==> src/rtl/imem_boot_loader_if.sv <==
// Byte-stream input and imem write port of the boot loader, plus its status lines.
// The loader takes the slave side; the stream source / memory model takes master.
interface imem_boot_loader_if #(
    parameter int ADDR_WIDTH = 8
);
    logic [7:0]            rx_data;
    logic                  rx_valid;
    logic                  rx_ready;
    logic                  imem_we;
    logic [ADDR_WIDTH-1:0] imem_addr;
    logic [31:0]           imem_wdata;
    logic                  cpu_reset;
    logic                  done;
    logic                  error;

    modport slave (
        input  rx_data, rx_valid,
        output rx_ready, imem_we, imem_addr, imem_wdata, cpu_reset, done, error
    );

    modport master (
        output rx_data, rx_valid,
        input  rx_ready, imem_we, imem_addr, imem_wdata, cpu_reset, done, error
    );
endinterface

==> src/rtl/imem_boot_loader.sv <==
// Receives a length-prefixed, XOR-checksummed byte frame, writes its 32-bit words
// to consecutive imem addresses and releases the processor only on a good load.
module imem_boot_loader #(
    parameter int ADDR_WIDTH = 8
) (
    input  logic              clk,
    input  logic              reset,
    imem_boot_loader_if.slave bus
);
    typedef enum logic [2:0] {LEN0, LEN1, WORD, WRITE, CSUM, DONE, ERR} state_t;

    localparam logic [16:0] CAPACITY = 17'(2 ** ADDR_WIDTH);

    state_t                state_reg, state_next;
    logic [15:0]           len_reg, len_next;
    logic [ADDR_WIDTH:0]   idx_reg, idx_next;
    logic [1:0]            byte_cnt_reg, byte_cnt_next;
    logic [31:0]           word_reg, word_next;
    logic [7:0]            xor_reg, xor_next;
    logic                  rx_ready_reg, rx_ready_next;
    logic                  imem_we_reg, imem_we_next;
    logic [ADDR_WIDTH-1:0] imem_addr_reg, imem_addr_next;
    logic [31:0]           imem_wdata_reg, imem_wdata_next;
    logic                  cpu_reset_reg, cpu_reset_next;
    logic                  done_reg, done_next;
    logic                  error_reg, error_next;

    logic                  accept;
    logic [16:0]           len_full;
    logic [16:0]           idx_inc;

    assign accept   = bus.rx_valid && rx_ready_reg;
    assign len_full = {1'b0, bus.rx_data, len_reg[7:0]};
    assign idx_inc  = 17'(idx_reg) + 17'd1;

    always_ff @(posedge clk or posedge reset) begin
        if (reset) begin
            state_reg      <= LEN0;
            len_reg        <= '0;
            idx_reg        <= '0;
            byte_cnt_reg   <= '0;
            word_reg       <= '0;
            xor_reg        <= '0;
            rx_ready_reg   <= 1'b0;
            imem_we_reg    <= 1'b0;
            imem_addr_reg  <= '0;
            imem_wdata_reg <= '0;
            cpu_reset_reg  <= 1'b1;
            done_reg       <= 1'b0;
            error_reg      <= 1'b0;
        end else begin
            state_reg      <= state_next;
            len_reg        <= len_next;
            idx_reg        <= idx_next;
            byte_cnt_reg   <= byte_cnt_next;
            word_reg       <= word_next;
            xor_reg        <= xor_next;
            rx_ready_reg   <= rx_ready_next;
            imem_we_reg    <= imem_we_next;
            imem_addr_reg  <= imem_addr_next;
            imem_wdata_reg <= imem_wdata_next;
            cpu_reset_reg  <= cpu_reset_next;
            done_reg       <= done_next;
            error_reg      <= error_next;
        end
    end

    always_comb begin
        state_next      = state_reg;
        len_next        = len_reg;
        idx_next        = idx_reg;
        byte_cnt_next   = byte_cnt_reg;
        word_next       = word_reg;
        xor_next        = xor_reg;
        imem_addr_next  = imem_addr_reg;
        imem_wdata_next = imem_wdata_reg;

        case (state_reg)
            LEN0: if (accept) begin
                len_next[7:0] = bus.rx_data;
                xor_next      = xor_reg ^ bus.rx_data;
                state_next    = LEN1;
            end
            LEN1: if (accept) begin
                len_next[15:8] = bus.rx_data;
                xor_next       = xor_reg ^ bus.rx_data;
                if (len_full > CAPACITY)  state_next = ERR;
                else if (len_full == 17'd0) state_next = CSUM;
                else                      state_next = WORD;
            end
            WORD: if (accept) begin
                word_next[{byte_cnt_reg, 3'b000} +: 8] = bus.rx_data;
                xor_next      = xor_reg ^ bus.rx_data;
                byte_cnt_next = byte_cnt_reg + 2'd1;
                if (byte_cnt_reg == 2'd3) begin
                    // Latch the write now so imem_we and its address/data rise together.
                    imem_addr_next  = idx_reg[ADDR_WIDTH-1:0];
                    imem_wdata_next = {bus.rx_data, word_reg[23:0]};
                    state_next      = WRITE;
                end
            end
            WRITE: begin
                idx_next   = idx_reg + 1'b1;
                state_next = (idx_inc == {1'b0, len_reg}) ? CSUM : WORD;
            end
            CSUM: if (accept) begin
                state_next = (bus.rx_data == xor_reg) ? DONE : ERR;
            end
            DONE:    state_next = DONE;
            ERR:     state_next = ERR;
            default: state_next = ERR;
        endcase

        // Outputs are registered from the next state so they line up with it.
        rx_ready_next  = (state_next == LEN0) || (state_next == LEN1) ||
                         (state_next == WORD) || (state_next == CSUM);
        imem_we_next   = (state_next == WRITE);
        done_next      = (state_next == DONE);
        error_next     = (state_next == ERR);
        cpu_reset_next = (state_next != DONE);
    end

    assign bus.rx_ready   = rx_ready_reg;
    assign bus.imem_we    = imem_we_reg;
    assign bus.imem_addr  = imem_addr_reg;
    assign bus.imem_wdata = imem_wdata_reg;
    assign bus.cpu_reset  = cpu_reset_reg;
    assign bus.done       = done_reg;
    assign bus.error      = error_reg;
endmodule
==> src/flat_wrapper.sv <==
// flat-port wrapper written by rule: the top's interface ports become plain ports
module imem_boot_loader_flat 
#(
    parameter int ADDR_WIDTH = 8
)
  (clk, reset, bus_rx_data, bus_rx_valid, bus_rx_ready, bus_imem_we, bus_imem_addr, bus_imem_wdata, bus_cpu_reset, bus_done, bus_error);
  imem_boot_loader_if #(.ADDR_WIDTH(ADDR_WIDTH)) bus_i ();
  input  logic clk;
  input  logic reset;
  input wire logic [$bits(bus_i.rx_data)-1:0] bus_rx_data;
  input wire logic [$bits(bus_i.rx_valid)-1:0] bus_rx_valid;
  output wire logic [$bits(bus_i.rx_ready)-1:0] bus_rx_ready;
  output wire logic [$bits(bus_i.imem_we)-1:0] bus_imem_we;
  output wire logic [$bits(bus_i.imem_addr)-1:0] bus_imem_addr;
  output wire logic [$bits(bus_i.imem_wdata)-1:0] bus_imem_wdata;
  output wire logic [$bits(bus_i.cpu_reset)-1:0] bus_cpu_reset;
  output wire logic [$bits(bus_i.done)-1:0] bus_done;
  output wire logic [$bits(bus_i.error)-1:0] bus_error;
  assign bus_i.rx_data = bus_rx_data;
  assign bus_i.rx_valid = bus_rx_valid;
  assign bus_rx_ready = bus_i.rx_ready;
  assign bus_imem_we = bus_i.imem_we;
  assign bus_imem_addr = bus_i.imem_addr;
  assign bus_imem_wdata = bus_i.imem_wdata;
  assign bus_cpu_reset = bus_i.cpu_reset;
  assign bus_done = bus_i.done;
  assign bus_error = bus_i.error;
  imem_boot_loader #(.ADDR_WIDTH(ADDR_WIDTH)) u_core (.clk(clk), .reset(reset), .bus(bus_i));
endmodule
==> config.mk <==
export PLATFORM = sky130hd
export DESIGN_NAME = imem_boot_loader_flat
export DESIGN_NICKNAME = d
export VERILOG_FILES = /design/src/rtl/imem_boot_loader_if.sv /design/src/rtl/imem_boot_loader.sv /design/src/flat_wrapper.sv
export SDC_FILE = /design/constraint.sdc
export NUM_CORES = 1
export LEC_CHECK = 0
export CORE_MARGIN = 4
export CORE_UTILIZATION = 40
export CTS_BUF_LIST = sky130_fd_sc_hd__clkbuf_8 sky130_fd_sc_hd__clkbuf_16
export CTS_CLUSTER_SIZE = 25
export DETAILED_ROUTE_END_ITERATION = 12
export MAX_ROUTING_LAYER = met4
export SYNTH_ARGS = -nofsm -noshare
export SYNTH_HDL_FRONTEND = slang
export SYNTH_SLANG_ARGS = --single-unit
==> constraint.sdc <==
create_clock -name clk -period 3.7 [get_ports clk]
set_input_delay 0.74 -clock clk [delete_from_list [all_inputs] [get_ports clk]]
set_output_delay 0.74 -clock clk [all_outputs]
set_load 0.005 [all_outputs]
Word level (Yosys, flattened, before mapping)
Index checks and enable logic that the tools add are counted.
Widths: inputs -> output; s select.

word-level totals
  flip-flop bits (word level) = 115
  input bits = 11
  output and inout port bits = 45
  logic and storage cells = 61

cells by class
  add/sub/neg operators = 4
  order comparisons = 1
  eq/ne operators = 15
  shift-type cells = 2
  muxes and demuxes = 11
  bitwise gates (word level) = 1
  reduce and logical (&&, ||, !) cells = 13

operator list
  operator                count
  $bwmux 32               1
  $shift 8x7->32 const A  1
  $shiftx 8x7->32         1
  $mux 3                  8
  $pmux 3 s6              1
  $eq 17x16->1            1
  $logic_not 17->1        1
  $gt 16x9->1 const B     1
  $eq 3x3->1 const B      5
  $eq 3x2->1 const B      4
  $add 9x1->10 const B    1
  $add 9x1->9 const B     1
  $eq 8x8->1              1
  $reduce_and 2->1        4
  $xor 8x8->8             1
  $neg 5->7               1
  $eq 3x1->1 const B      2
  $logic_not 3->1         2
  $logic_or 1x1->1        3
  $ne 3x3->1 const B      1
  $reduce_and 3->1        1
  $reduce_or 3->1         1
  $add 2x1->2 const B     1
  $eq 2x2->1 const B      1
  2 further kinds         2

Logic depth before layout (Yosys ltp)
  depth in word-level cells = 9
  depth in mapped cells = 7
  mapped depth without buffers = 7

Least setup slack after synthesis
No wires, ideal clock.

  kind = in2reg
  from = in bus_rx_data[5]
  to = reg u_core.rx_ready_reg, in the netlist u_core.bus.rx_ready
  setup time = 0.083 ns
  arrival = 1.969 ns
  required time = 3.617 ns
  path slack = 1.648 ns
  stages on the path = 7
  buffers on the path = 1
  cells stage by stage = buf_2 nor4_1 nand2_1 o31a_2 a221oi_4 o211ai_1 o21ai_0

on the way
  word-level cells in the longest chain between the ends = 9
  elaborated cells between the ends (all ways) = 16
  classes of those cells = order compare: 1; eq/ne: 4; mux: 6; reduce/logical: 5

ends and longest elaborated chain
  element                                                              line                     text
  start: declaration                                                   flat_wrapper.sv:10       input wire logic [$bits(bus_i.rx_data)-1:0] bus_rx_data;
  parallel branches: the longest is 4 deep, another holds $gt 16x9->1  -
  $pmux 3 s6 (*)                                                       imem_boot_loader.sv:78   case (state_reg)
  $eq 3x1->1 or $logic_not 3->1 (tied branches)                        imem_boot_loader.sv:115  rx_ready_next = (state_next == LEN0) || (state_next == LEN1) ||
  $logic_or 1x1->1 (2 in a row)                                        imem_boot_loader.sv:115
  $logic_or 1x1->1 (*)                                                 imem_boot_loader.sv:116  (state_next == WORD) || (state_next == CSUM);
  net u_core.rx_ready_next                                             imem_boot_loader.sv:20   logic rx_ready_reg, rx_ready_next;
  end signal: assignment                                               imem_boot_loader.sv:58   rx_ready_reg <= rx_ready_next;
  end: declaration                                                     imem_boot_loader.sv:20

Mark *: on every way through the listed nets, which the timed path passes.
A chain may end at the register's enable or synchronous reset.

Final worst setup path
  from = in bus_rx_valid
  to = reg u_core.imem_addr_reg[5], in the netlist u_core.bus.imem_addr[5]

on the way
  word-level cells in the longest chain between the ends = 2

ends and longest elaborated chain
  element                     line                    text
  start: declaration          flat_wrapper.sv:11      input wire logic [$bits(bus_i.rx_valid)-1:0] bus_rx_valid;
  $logic_and 1x1->1           imem_boot_loader.sv:32  assign accept = bus.rx_valid && rx_ready_reg;
  $reduce_and 3->1 (no line)  -
  end signal: assignment      imem_boot_loader.sv:60  imem_addr_reg <= imem_addr_next;
  end: declaration            imem_boot_loader.sv:22  logic [ADDR_WIDTH-1:0] imem_addr_reg, imem_addr_next;

No other way between the ends.

==> impl_metrics.toml <==
[place]
placedInstanceArea_sq_um = 5440
preCtsSetupSlack_ns = 0.809
globalplace.congestion = 0.815
port-buffer-count = 55
detailed_place_hpwl_mm = 6.71
placed_cells_incl_taps = 585

[yosys]
yosys.area_share.simple_pct = 12.4
synth_cell_type_count = 47
ys_dominant_reg_cell = "dfrtp_1"
synth_compound_gate_area_share_pct = 5.96
yosys.area_share.xor_xnor_pct = 7.44
synth-warning-count = 0
synth_edf_count = 0
synth_largest_area_cell = "dfrtp_1"
synthCells = 403
synth.ff_latch_count = 107
synth_async_sr_flop_share_pct = 100
yosysTopAreaCellShare_pct = 55.2
synth_fp_nets = 420
yosysSeqAreaShare_pct = 55.7
post_synth_instance_area_sq_um = 4810
synth.area.top_cells = "dfrtp_1 (55%), mux2_2 (13%), nand2_1 (5.6%)"
largest_family_of_logic_cells_by_synthesized_area = "multiplexers"
synth_fa_ha_area_share_pct = 1.56
synth_mux_area_share_pct = 13.4
postSynthAreaPerCell_sq_um = 11.9

[sta]
finalSetupViolations = 0
final-hold-violation-count = 0
worst-slew-pin-transition_ns = 0.954
fin_crit_sh_pct = 67.0
final-max-slew-violation-count = 0
rsz_0062_raised_after_global_routing = "no"
whs_ns = 0.479
final_worst_setup_slack_ns = 1.22
period_needed_ns = 2.48
slew-limit-headroom_pct = 36.3
setup-tns-final_ns = 0
clock.fmax_mhz = 404
clock_skew_ns = 0.00915

[pwr]
overall_power_after_layout_mw = 2.35
leakagePower_nw = 2.66
p_per_area_nw_per_um2 = 405
vdd_ir_drop_max_uv = 265

[global_routing]
grt_antenna_before_repair = 0
grt_start_max_net_pins = 63
grt_pass1_vias = 3102
globalRouteOverflowTotal = 0
grt_first_pass_wirelength_mm = 16.5
globalRouteTotalUtil_pct = 15.2

[final_layout]
area_delta_synth_final_pct = 20.7
final_non_filler_cells = 601
layout.core_utilization_pct = 50.0
most_common_cell_after_layout_fill_and_taps_aside = "dfrtp_1"
finalInstanceArea_sq_um = 5800
num-nets-final = 470
antenna_cells_inserted = 0
flip_flop_count_of_the_largest_register_after_layout = 32
post_route_cells_drive_above_1_share_pct = 19.2
layout.cells.most_common_list = "dfrtp_1 (106), nand2_1 (72), clkdlybuf4s50_1 (55)"

[worst_setup_path]
critical_path.endpoint_type = "flip-flop"
critPathBufInv = 1
path_max_fanout = 43
timing.critical_path.from = "bus_rx_valid"
setup.worst_path.start_class = "input pin"
worstPathArrival_ns = 2.70
r2r-start = "u_core.idx_reg[0]$_DFFE_PP0P_"
crit_slowest_cell = "clkdlybuf4s50_1"
max_stage_delay_ns = 0.53
critical_path_required_ns = 3.93
critical_path.top_delay_family = "simple AND/OR/NAND/NOR gates"
worst-setup-path-type = "in2reg"
cp_cell_sequence = "clkdlybuf4s50_1 > nand3b_4 > nor3b_4 > nand2_4 > mux2_1"

[cts]
clock_input_transition_at_the_sequential_cells_of_the_worst_setup_and_hold_paths_ns = 0.07
cts-hold-fix-buffers = 0
post_cts_setup_repair_bufs = 0
clk_latency_ns = 0.35
htreeDepth = 3
clock_path_buffers = 2
tritoncts = "done"
tritoncts.num_buffers = 9
cts_num_sinks = 107
cts_repair_resize_count = 0
ctsRootBufferMaster = "clkbuf_16"

[route]
total_iterations_of_the_first_detailed_routing_run = 4
wl_mm = 9.51
post_route_antenna_net_violation_count = 0
routed-via-count = 3023
detail_route.wl_per_cell_microns = 15.8
first_iter_violations = 174
detail_route.drc_violations = 0
routed_vias_inst = 5.03

[die]
floorplan.rows = 39
fp.coreArea_sq_um = 11600
floorplan.die_area_sq_um = 13800
fp.dieW_microns = 118
top_level_ports = 56
floorplan.initialDensity_pct = 41.4
die_y_microns = 118

[hold_path]
hp-class = "reg2reg"
holdCritStartpoint = "u_core.word_reg[11]$_DFFE_PP0P_"

[outcome]
run_status = "completed"

[flow_run]
drv_cap = 0
==> power by group <==
group | internal (mW) | switching (mW)
clock | 0.689 | 0.432
sequential | 1.17 | 0
combinational | 0.0176 | 0.0438
total | 1.88 | 0.476
==> per-layer routing <==
| layer | wire length [microns] | part of all wire, % | GRT usage (%) | vias up |
|---|---|---|---|---|
| met4 | 172 | 1.8 | 5.64 | 0 |
| met5 | 0 | 0 | - | - |
| li1 | - | - | - | 1463 |
| met3 | 279 | 2.9 | 3.41 | 11 |
| met1 | 4530 | 48 | 20.4 | 1510 |
| met2 | 4530 | 48 | 22.9 | 39 |
==> cell families after synthesis <==
group | Yosys count
AO/OA/AOI/OAI | 45
XOR/XNOR | 40
adder cells (fa/ha/maj) | 6
buffers and inverters | 28
flip-flops | 107
multiplexers | 57
AND/OR/NAND/NOR | 120
==> worst reg2reg max path: cells and delay by family, from the launching register on <==
family / cells / cell delay, ns
AND/OR/NAND/NOR: 2 / 0.42
adder cells (fa/ha/maj): 1 / 0.30
AO/OA/AOI/OAI: 3 / 0.90
flip-flops: 1 / 0.49
==> worst paths after layout <==
path	depth (start not counted)	end	slack, ns
min in group asynchronous	2	u_core.bus.imem_wdata[7]$_DFFE_PP0P_	0.82
setup / recovery	5	u_core.bus.imem_addr[5]$_DFFE_PP0P_	1.22
hold reg to reg	2	u_core.word_reg[11]$_DFFE_PP0P_	0.48
setup reg to reg	6	u_core.bus.error$_DFF_PP0_	1.51
max in group asynchronous	3	u_core.bus.cpu_reset$_DFF_PP1_	2.14
hold / removal	2	u_core.word_reg[11]$_DFFE_PP0P_	0.48
==> cells in the mapped netlist, drive strengths merged (2+ instances only) <==
library cell / count
nor3b: 4
o21ai: 28
nor4: 5
nand4: 3
nor2: 9
nand3b: 3
nand3: 6
a21oi: 4
nand2b: 2
inv: 7
dfrtp: 106
buf: 20
nor3: 7
or2: 2
mux2: 57
a211oi: 2
o32ai: 2
xor2: 16
xnor2: 24
and2b: 2
nand2: 73
ha: 6
==> layout make-up <==
cell class,instances,area (sq um)
timing repair buffer,60,601
clock buffer,10,239
sequential,107,2680
clock inverter,6,120
fill,1044,5810
inverter,7,28.8
multi-input combinational,268,1960
tap,143,179
No activity file was read; power rests on OpenSTA's default activity.
